File: src/rtl/clk_period_meter.sv
// Measures period and high time of a slow clk-asynchronous square wave in clk cycles,
// with timeout on missing rising edges and a stability flag for repeated equal periods.
module clk_period_meter #(
  parameter int CNT_W   = 20,
  parameter int TIMEOUT = 1000000
) (
  input  logic             clk,
  input  logic             rst_n,
  input  logic             en,
  input  logic             meas_in,
  output logic [CNT_W-1:0] period,
  output logic [CNT_W-1:0] high_time,
  output logic             valid,
  output logic             timeout,
  output logic             stable
);

  typedef enum logic [1:0] {IDLE, WAIT_FIRST, MEASURE, TMO} state_t;

  localparam logic [CNT_W-1:0] TMO_LIM = CNT_W'(TIMEOUT);

  state_t           state_q, state_d;
  logic             s1_q, s2_q, s3_q;
  logic [CNT_W-1:0] cnt_q, cnt_d;
  logic [CNT_W-1:0] hi_cap_q, hi_cap_d;
  logic [CNT_W-1:0] prev_period_q, prev_period_d;
  logic [CNT_W-1:0] period_q, period_d;
  logic [CNT_W-1:0] high_time_q, high_time_d;
  logic             valid_q, valid_d;
  logic             timeout_q, timeout_d;
  logic             stable_q, stable_d;

  logic             rise, fall;
  logic [CNT_W-1:0] cnt_inc;

  assign rise    = s2_q & ~s3_q;
  assign fall    = ~s2_q & s3_q;
  assign cnt_inc = cnt_q + CNT_W'(1);

  always_comb begin
    state_d       = state_q;
    cnt_d         = cnt_q;
    hi_cap_d      = hi_cap_q;
    prev_period_d = prev_period_q;
    period_d      = period_q;
    high_time_d   = high_time_q;
    valid_d       = 1'b0;
    timeout_d     = timeout_q;
    stable_d      = stable_q;

    if (!en) begin
      state_d   = IDLE;
      cnt_d     = '0;
      timeout_d = 1'b0;
      stable_d  = 1'b0;
    end else begin
      case (state_q)
        IDLE: begin
          state_d = WAIT_FIRST;
          cnt_d   = '0;
        end
        WAIT_FIRST, MEASURE: begin
          // A rise on the limit cycle still counts as a valid period of exactly TIMEOUT.
          if (rise) begin
            state_d = MEASURE;
            cnt_d   = '0;
            if (state_q == MEASURE) begin
              period_d      = cnt_inc;
              high_time_d   = hi_cap_q;
              valid_d       = 1'b1;
              prev_period_d = cnt_inc;
              stable_d      = (cnt_inc == prev_period_q) && (prev_period_q != '0);
            end
          end else if (cnt_inc == TMO_LIM) begin
            state_d       = TMO;
            timeout_d     = 1'b1;
            stable_d      = 1'b0;
            prev_period_d = '0;
            cnt_d         = '0;
          end else begin
            cnt_d = cnt_inc;
            if (fall && state_q == MEASURE) hi_cap_d = cnt_inc;
          end
        end
        TMO: begin
          if (rise) begin
            state_d   = MEASURE;
            timeout_d = 1'b0;
            cnt_d     = '0;
          end
        end
        default: state_d = IDLE;
      endcase
    end
  end

  always_ff @(posedge clk or negedge rst_n) begin
    if (!rst_n) begin
      state_q       <= IDLE;
      s1_q          <= 1'b0;
      s2_q          <= 1'b0;
      s3_q          <= 1'b0;
      cnt_q         <= '0;
      hi_cap_q      <= '0;
      prev_period_q <= '0;
      period_q      <= '0;
      high_time_q   <= '0;
      valid_q       <= 1'b0;
      timeout_q     <= 1'b0;
      stable_q      <= 1'b0;
    end else begin
      state_q       <= state_d;
      s1_q          <= meas_in;
      s2_q          <= s1_q;
      s3_q          <= s2_q;
      cnt_q         <= cnt_d;
      hi_cap_q      <= hi_cap_d;
      prev_period_q <= prev_period_d;
      period_q      <= period_d;
      high_time_q   <= high_time_d;
      valid_q       <= valid_d;
      timeout_q     <= timeout_d;
      stable_q      <= stable_d;
    end
  end

  assign period    = period_q;
  assign high_time = high_time_q;
  assign valid     = valid_q;
  assign timeout   = timeout_q;
  assign stable    = stable_q;

endmodule
File: config.mk
export PLATFORM = sky130hd
export DESIGN_NAME = clk_period_meter
export DESIGN_NICKNAME = d
export VERILOG_FILES = /design/src/rtl/clk_period_meter.sv
export SDC_FILE = /design/constraint.sdc
export NUM_CORES = 1
export LEC_CHECK = 0
export ABC_AREA = 0
export CORE_ASPECT_RATIO = 1.75
export CORE_MARGIN = 1.5
export CORE_UTILIZATION = 57
export CTS_CLUSTER_DIAMETER = 30
export DETAILED_ROUTE_END_ITERATION = 16
export PLACE_DENSITY = 0.79
export SETUP_SLACK_MARGIN = 0.3
export SYNTH_ARGS = -nofsm -noshare
export SYNTH_HDL_FRONTEND = slang
export SYNTH_SLANG_ARGS = --single-unit
File: constraint.sdc
create_clock -name clk -period 4.3 [get_ports clk]
set_input_delay 0.86 -clock clk [delete_from_list [all_inputs] [get_ports clk]]
set_output_delay 0.86 -clock clk [all_outputs]
set_load 0.005 [all_outputs]
## Yosys cells after proc, flatten, opt, wreduce, memory -nomap -nowiden

Cells that the tools add are included.

- Register bits: 108
- Logic and storage cells: 72
- Output and inout bits: 43
- Input bits: 4

- Eq/ne operators: 14
- Reductions and logical operators: 12
- $add $sub $neg: 1
- Mux-type cells: 27
- Bitwise logic cells: 6

Operator list:

| operator | number |
|---|---|
| $mux W20 | 7 |
| $pmux W20 S3 | 1 |
| $add A20 B1 Y20 const B | 1 |
| $eq A20 B20 Y1 | 1 |
| $eq A20 B20 Y1 const B | 1 |
| $reduce_bool A20 Y1 | 1 |
| $mux W1 | 13 |
| $reduce_and A4 Y1 | 3 |
| $ne A3 B3 Y1 const B | 3 |
| $mux W2 | 4 |
| $ne A3 B1 Y1 const B | 2 |
| $pmux W2 S3 | 1 |
| $reduce_and A5 Y1 | 1 |
| $eq A2 B2 Y1 const B | 2 |
| $ne A2 B1 Y1 const B | 2 |
| $ne A4 B4 Y1 const B | 1 |
| $not A1 Y1 | 4 |
| $ne A3 B2 Y1 const B | 1 |
| $reduce_and A3 Y1 | 1 |
| $and A1 B1 Y1 | 2 |
| $eq A2 B1 Y1 const B | 1 |
| $logic_and A1 B1 Y1 | 2 |
| $logic_not A2 Y1 | 1 |
| $pmux W1 S2 | 1 |
| other kinds (3) | 3 |

## Longest topological paths before layout

Gate-level depths: netlist of the first run.

- Depth after elaboration: 7
- Depth in mapped cells: 11
- Depth with buffers taken out: 9

## Least setup slack after synthesis of the first run

OpenSTA, ideal clock, no wires.

- Path kind: reg-to-reg
- Start point: register cnt_q[1]
- End point: register cnt_q[6]
- Arrival time: 2855 ps
- Stages on the path, launching flop included: 10
- Library setup time: 121 ps
- Path buffers: 1
- Setup slack: 1324 ps
- Clock period less this slack: 2976 ps
- Data required time: 4179 ps
- Path through: dfrtp_1 > ha_1 > and3_1 > and4_1 > xnor2_2 > or4b_4 > or4b_4 > and3_1 > buf_6 > a22o_1

- Word-level cells in the longest chain between the ends: 6

RTL lines:

| what | line | RTL |
|---|---|---|
| start, declared | 24 | `logic [CNT_W-1:0] cnt_q, cnt_d;` |
| start signal, assigned | 116 | `cnt_q <= cnt_d;` |
| $add A20 B1 Y20 (*) | 38 | `assign cnt_inc = cnt_q + CNT_W'(1);` |
| $eq A20 B20 Y1 | 74 | `end else if (cnt_inc == TMO_LIM) begin` |
| $mux W20 (*) | 74 |  |
| $mux W20 (*) | 64 | `if (rise) begin` |
| $pmux W20 S3 (*) | 57 | `case (state_q)` |
| $mux W20 (*) | 51 | `if (!en) begin` |

Every way passes the cells marked *; elsewhere a longest branch is shown, timed or not.
A chain may end at the register's enable or synchronous reset.

## Worst setup path in the final report of the first run

- Start point: register cnt_q[11]
- End point: register prev_period_q[2]

- Word-level cells in the longest chain between the ends: 4

RTL lines:

| what | line | RTL |
|---|---|---|
| $add A20 B1 Y20 | 38 |  |
| $eq A20 B20 Y1 | 74 |  |
| $reduce_bool A2 Y1 (no source line) | - |  |
| $reduce_and A4 Y1 (no source line) | - |  |
| end signal, assigned | 118 | `prev_period_q <= prev_period_d;` |
| end, declared | 26 | `logic [CNT_W-1:0] prev_period_q, prev_period_d;` |

No other way between the ends.

==> flow_summary.toml, run 1 <==
[global_routing]
grt_pass1_vias = 3830
grt_pass1_wl_mm = 19.5
grt_overflow_total = 0
track_usage_pct = 27.4
grt_max_degree = 62
antenna_found_initial = 0

[pwr]
p_leak_nw = 2.55
power_density_nw_per_um2 = 429
vdd_drop_max_uv = 238

[logic_synthesis]
netlist_instances = 471
synth_edf_count = 0
synth-seq-cells = 108
synthArstFlopShare_pct = 100
synth.largest_area_cell = "dfrtp_1"
syn-num-nets = 480
ys_types = 61
synth_area_um2 = 5110
synthTopCellsByArea = "dfrtp_1 (53%), mux2_2 (4.9%), xnor2_1 (3.8%), nand2_1 (3.1%), o2bb2ai_1 (3.1%)"
synth_warnings = 0
synth_seq_area_share_pct = 52.9
avgSynthCellArea_um2 = 10.8
synth_top_area_share_pct = 52.9
synth_ff_type = "dfrtp_1"

[status]
status = "finished, final reports clean"

[critical_path]
endpoint_kind = "flip-flop"
cp_max_fo = 20
worstSetupStartpointType = "flip-flop"
path_cells = "nand4_1 > nor4_2 > xnor2_1 > o2111ai_1 > nor4b_4 > a21boi_1 > nand2b_2 > a22o_1"
cp.arrival_ns = 3.83
slowest_stage = "nor4_2"
crit_type = "flip-flop to flip-flop"
crit_required_ns = 4.54
startpoint = "cnt_q[11]$_DFFE_PN0P_"
cpPeakStageDelay_ns = 0.51
r2r-start = "cnt_q[11]$_DFFE_PN0P_"

[final_layout]
num-fill-cells = 690
drive_gt1_share_pct = 11.3
final_cell_mix = "dfrtp_1 (108), clkdlybuf4s50_1 (45), nand2_1 (42), nor2_1 (30), o21ai_0 (25)"
final_core_util_pct = 68.0
final_cells = 623
diodes = 0
area_growth_pct = 15.4
final_common_cell = "dfrtp_1"
nets = 513

[place]
place_inst = 610
dp_hpwl_mm = 8.65
gp_congestion = 0.950
io_buffers = 46

[die]
die-area_um2 = 9560
die_w_um = 74.6
coreArea_um2 = 8670
die_h_um = 128
ios = 47
start_util_pct = 58.9
rows = 45

[cts]
clockBufferDepth = 2
numCtsBuffers = 9
cts_tree = "yes"
postCtsSetupRepairBufs = 0
clock-sinks = 108
clkLatencyLatePin_ns = 0.35
clock_tree.root_cell = "clkbuf_16"
clkSlewWorstSetupHoldPaths_ns = 0.07
h-tree-depth = 3

[routing]
first_iter_violations = 241
drc = 0
num_vias = 3807
viasPerCell = 6.11
drt-total-wl_mm = 11.9
routedWlPerCell_um = 19.1
firstDrtPassIters = 5
ant_nets = 0

[min_path]
min_from = "s1_q$_DFF_PN0_"
holdCritPathClass = "flip-flop to flip-flop"

[sta]
fin_skew_ns = 0.00558
slew_headroom_pct = 46.8
setup_viol = 0
timing.final.crit_share_pct = 83.7
worstMarginPinSlew_ns = 0.796
fmax_ghz = 0.278
rsz0062_at_grt = "no"
drv_slew = 0
hold_viol = 0
period_needed_ns = 3.60
setup_tns_ns = 0

[job]
cap_violations = 0
[worst paths after layout]
check / endpoint / cells past startpoint / slack [ns]
max in group asynchronous: cnt_q[11]$_DFFE_PN0P_ / 2 / 2.90
min: s2_q$_DFF_PN0_ / 0 / 0.35
min reg2reg: s2_q$_DFF_PN0_ / 0 / 0.35
max reg2reg: prev_period_q[2]$_DFFE_PN0P_ / 8 / 0.70
max: prev_period_q[2]$_DFFE_PN0P_ / 8 / 0.70
min in group asynchronous: high_time[3]$_DFFE_PN0P_ / 1 / 0.57
[timing repair]
| item | CTS | global route |
|---|---|---|
| resized for setup | 0 | 2 |
| hold buffers | 0 | 0 |
| endpoints found under the setup margin | 0 | 20 |
[metal layers]
| metal | vias to the layer above | routed length, µm | track usage [%] | part of all wire, % |
|---|---|---|---|---|
| met5 | - | 0 | 0 | 0 |
| met4 | 0 | 635 | 16.3 | 5.3 |
| met3 | 41 | 443 | 4.72 | 3.7 |
| met2 | 116 | 6130 | 44.1 | 51 |
| met1 | 1888 | 4720 | 33.9 | 40 |
| li1 | 1762 | - | - | - |
[critical path, delay by kind of cell (launching register included)]
| kind | cells | cell delay, ns |
|---|---|---|
| simple gates | 4 | 1.87 |
| compound gates | 3 | 0.77 |
| xor+xnor | 1 | 0.37 |
| flops | 1 | 0.48 |
[sequential cells by signal, indices dropped and copies added (netlist names), 2 cells and up]
signal	cells
high_time	20
prev_period_q	20
hi_cap_q	20
period	20
cnt_q	20
state_q	2
[where the power goes]
part	total [mW]	switching, mW	internal (mW)
logic	0.481	0.254	0.227
registers	1.26	0.0957	1.16
clock network	0.790	0.347	0.444
[per-stage QoR]
step / area, µm² / setup WS [ns] / power, mW / hold slack (ns)
finish: 5890 / 0.702 / 2.53 / 0.349
global route: 5890 / 0.502 / 2.66 / 0.364
CTS: 5890 / 0.422 / 2.55 / 0.352
detailed placement: 5610 / 0.468 / 1.75 / 0.345
global placement: 5610 / 0.565 / 1.73 / 0.344
floorplan: 5110 / 1.32 / 1.56 / 0.331
[Yosys cell counts (3+ instances only)]
cell type	count
nand3_1	8
buf_1	3
o2bb2ai_1	18
o21ai_0	25
xnor2_1	22
clkbuf_1	10
nand3_2	3
nand4_1	11
nor2_1	30
nand2_1	42
buf_4	4
dfrtp_1	108
a22o_1	4
and2_1	3
inv_1	9
ha_1	5
o21ai_1	18
mux2_2	22
and3_1	7
buf_2	11
a21oi_1	21
xor2_1	13
nor4_1	15
a21o_1	6
nor3_1	4
nand2b_1	3
[kinds of logic (layout without fill, tap and decap cells)]
logic type	after synthesis	in the layout	synth area share [%]
AND/OR/NAND/NOR	143	143	15.8
flip-flops	108	108	52.9
buffers and inverters	40	75	3.82
AO/OA/AOI/OAI	113	113	14.2
XOR/XNOR	36	36	6.32
adder cells (fa/ha/maj)	5	5	1.22
multiplexers	26	26	5.68
[cell type report]
cell class / instances / area [µm²] / share of cell area, %
multi-input combinational: 323 / 2220 / 37.7
inverter: 9 / 33.8 / 0.573
clock buffer: 9 / 225 / 3.82
clock inverter: 4 / 52.6 / 0.892
timing repair buffer: 53 / 510 / 8.66
sequential: 108 / 2700 / 45.9
tap: 117 / 146 / 2.48
(Power assumes the default switching activity.)
==> run 2, diff against run 1 <==
Settings changed: CORE_UTILIZATION 57 to 52, PLACE_DENSITY 0.79 to 0.76.
Clock period 4.3 ns to 3 ns, I/O delays scaled along.
==> run 2 against run 1 <==
Effect of this change:
- setup slack lost 0.59 ns
- clock power grew 49%
- clock skew grew 0.0019 ns
- routed wire length grew 24%
- critical path depth grew 4
- count of clock-buffer cells in the layout is the same
- hold slack lost 0.17 ns
- power grew 60%
- sequential power grew 48%
- die area grew 9.3%
- first-iteration DRC count grew 44%
- largest cell class unchanged
==> flow_summary.toml, run 2 (synthesized netlist as in run 1, its figures left out) <==
[pwr]
vdd_drop_max_uv = 402
power_density_nw_per_um2 = 585
p_leak_nw = 2.99

[critical_path]
endpoint_kind = "flip-flop"
cp_max_fo = 5
crit_required_ns = 3.21
path_cells = "ha_4 > and3_4 > and4_4 > xnor2_4 > or4b_4 > nor4b_4 > buf_4 > nor4_4 > clkbuf_16 > buf_16 > nor2_4 > a21oi_1"
slowest_stage = "or4b_4"
worstSetupStartpointType = "flip-flop"
cpPeakStageDelay_ns = 0.51
crit_type = "flip-flop to flip-flop"
cp.arrival_ns = 3.10

[final_layout]
drive_gt1_share_pct = 32.1
final_common_cell = "dfrtp_1"
final_cell_mix = "dfrtp_1 (102), buf_4 (51), clkdlybuf4s50_1 (45), nand2_1 (41), o21ai_0 (24)"
final_core_util_pct = 72.7
num-fill-cells = 657
area_growth_pct = 35.5
final_area_um2 = 6920
diodes = 0
nets = 573

[place]
gp_congestion = 0.931
dp_hpwl_mm = 9.35
placed_area_um2 = 5980
io_buffers = 46
dp_slack_ns = -0.000957

[routing]
drt-total-wl_mm = 14.8
num_vias = 4198
viasPerCell = 6.09
routedWlPerCell_um = 21.5
firstDrtPassIters = 5
drc = 0
ant_nets = 0
first_iter_violations = 347

[global_routing]
grtUsageMet1_pct = 31.7
track_usage_pct = 28.1
grt_pass1_wl_mm = 22.2
grt_use_met2_pct = 50.7
grt_overflow_total = 0
top_usage_layer = "met2"
antenna_found_initial = 0
grtUsageMet3_pct = 4.01
grt_max_degree = 66
grt_pass1_vias = 4165

[sta]
rsz0062_at_grt = "yes"
worstMarginPinSlew_ns = 0.654
postLayoutSetupSlackWorst_ns = 0.110
fmax_ghz = 0.346
fin_skew_ns = 0.00744
drv_slew = 0
timing.final.crit_share_pct = 96.3
setup_viol = 0
slew_headroom_pct = 56.4
hold_viol = 0
period_needed_ns = 2.89

[die]
ios = 47
rows = 47
start_util_pct = 53.6
coreArea_um2 = 9530
die-area_um2 = 10400
die_w_um = 77.9
die_h_um = 134

[min_path]
holdCritPathClass = "input port to asynchronous set/reset pin"

[cts]
clock_tree.root_cell = "clkbuf_16"
h-tree-depth = 3
cts_tree = "yes"
numCtsBuffers = 9
clock-sinks = 108
hold_buffers = 0
clkSlewWorstSetupHoldPaths_ns = 0.07
clockBufferDepth = 2
clkLatencyLatePin_ns = 0.35

[job]
cap_violations = 0

[status]
status = "finished, final reports clean"
## run 2: cell count changes in the layout (fill, tap and decap cells not counted), moves of 7 or more
cell,change
a21oi_2,+12
nor2_1,-18
nor2_4,+18
buf_6,+7
buf_4,+43
a21oi_1,-13
## run 2: metal layers
| metal | wire [µm] | share of wire, % |
|---|---|---|
| met5 | 0 | 0 |
| met4 | 660 | 4.4 |
| met3 | 578 | 3.9 |
| met2 | 8090 | 55 |
| met1 | 5510 | 37 |
## run 2: layout make-up
cell class,instances,area [µm²],area share [%]
Sequential cell,108,2710,39.1
Multi-Input combinational cell,323,2590,37.4
Timing Repair Buffer,113,1150,16.6
Clock buffer,9,225,3.25
Tap cell,122,153,2.20
Clock inverter,5,60.1,0.868
Inverter,9,33.8,0.488
## run 2: final timing paths
path	start	to	slack [ns]	cells past startpoint
max	cnt_q[0]$_DFFE_PN0P_	hi_cap_q[8]$_DFFE_PN0P_	0.11	12
min	rst_n	cnt_q[9]$_DFFE_PN0P_	0.18	1
max reg2reg	cnt_q[0]$_DFFE_PN0P_	hi_cap_q[8]$_DFFE_PN0P_	0.11	12
min reg2reg	s1_q$_DFF_PN0_	s2_q$_DFF_PN0_	0.36	0
max in group asynchronous	rst_n	high_time[8]$_DFFE_PN0P_	2.15	2
min in group clk	s1_q$_DFF_PN0_	s2_q$_DFF_PN0_	0.36	0
## run 2: per-stage QoR
| step | instances | total power, mW | setup TNS (ns) | hold WS (ns) |
|---|---|---|---|---|
| final | 689 | 4.05 | 0 | 0.175 |
| after global routing | 689 | 4.21 | 0 | 0.203 |
| after CTS | 676 | 3.93 | 0 | 0.186 |
| after detailed placement | 653 | 2.58 | -0.000957 | 0.347 |
| after global placement | 653 | 2.54 | 0 | 0.338 |
| after floorplan | 471 | 2.27 | 0 | 0.304 |
## run 2: what timing repair did
action,CTS,global route
setup endpoints to repair,63,63
pin swaps,5,15
cloned,4,2
setup buffers,5,11
resized for setup,58,37
## run 2: worst max-delay path: cells and delay by family (launching register included)
| family | cells | cell delay [ns] |
|---|---|---|
| AO/OA/AOI/OAI | 1 | 0.05 |
| XOR/XNOR | 1 | 0.12 |
| adder cells (fa/ha/maj) | 1 | 0.18 |
| buffers and inverters | 3 | 0.55 |
| flip-flops | 1 | 0.45 |
| AND/OR/NAND/NOR | 6 | 1.40 |
## run 2: power breakdown
part           total (mW)  switching [mW]  internal [mW]
Combinational        1.00           0.467          0.537
Sequential           1.86           0.199           1.66
Clock                1.18           0.541          0.643
Total                4.05            1.21           2.84
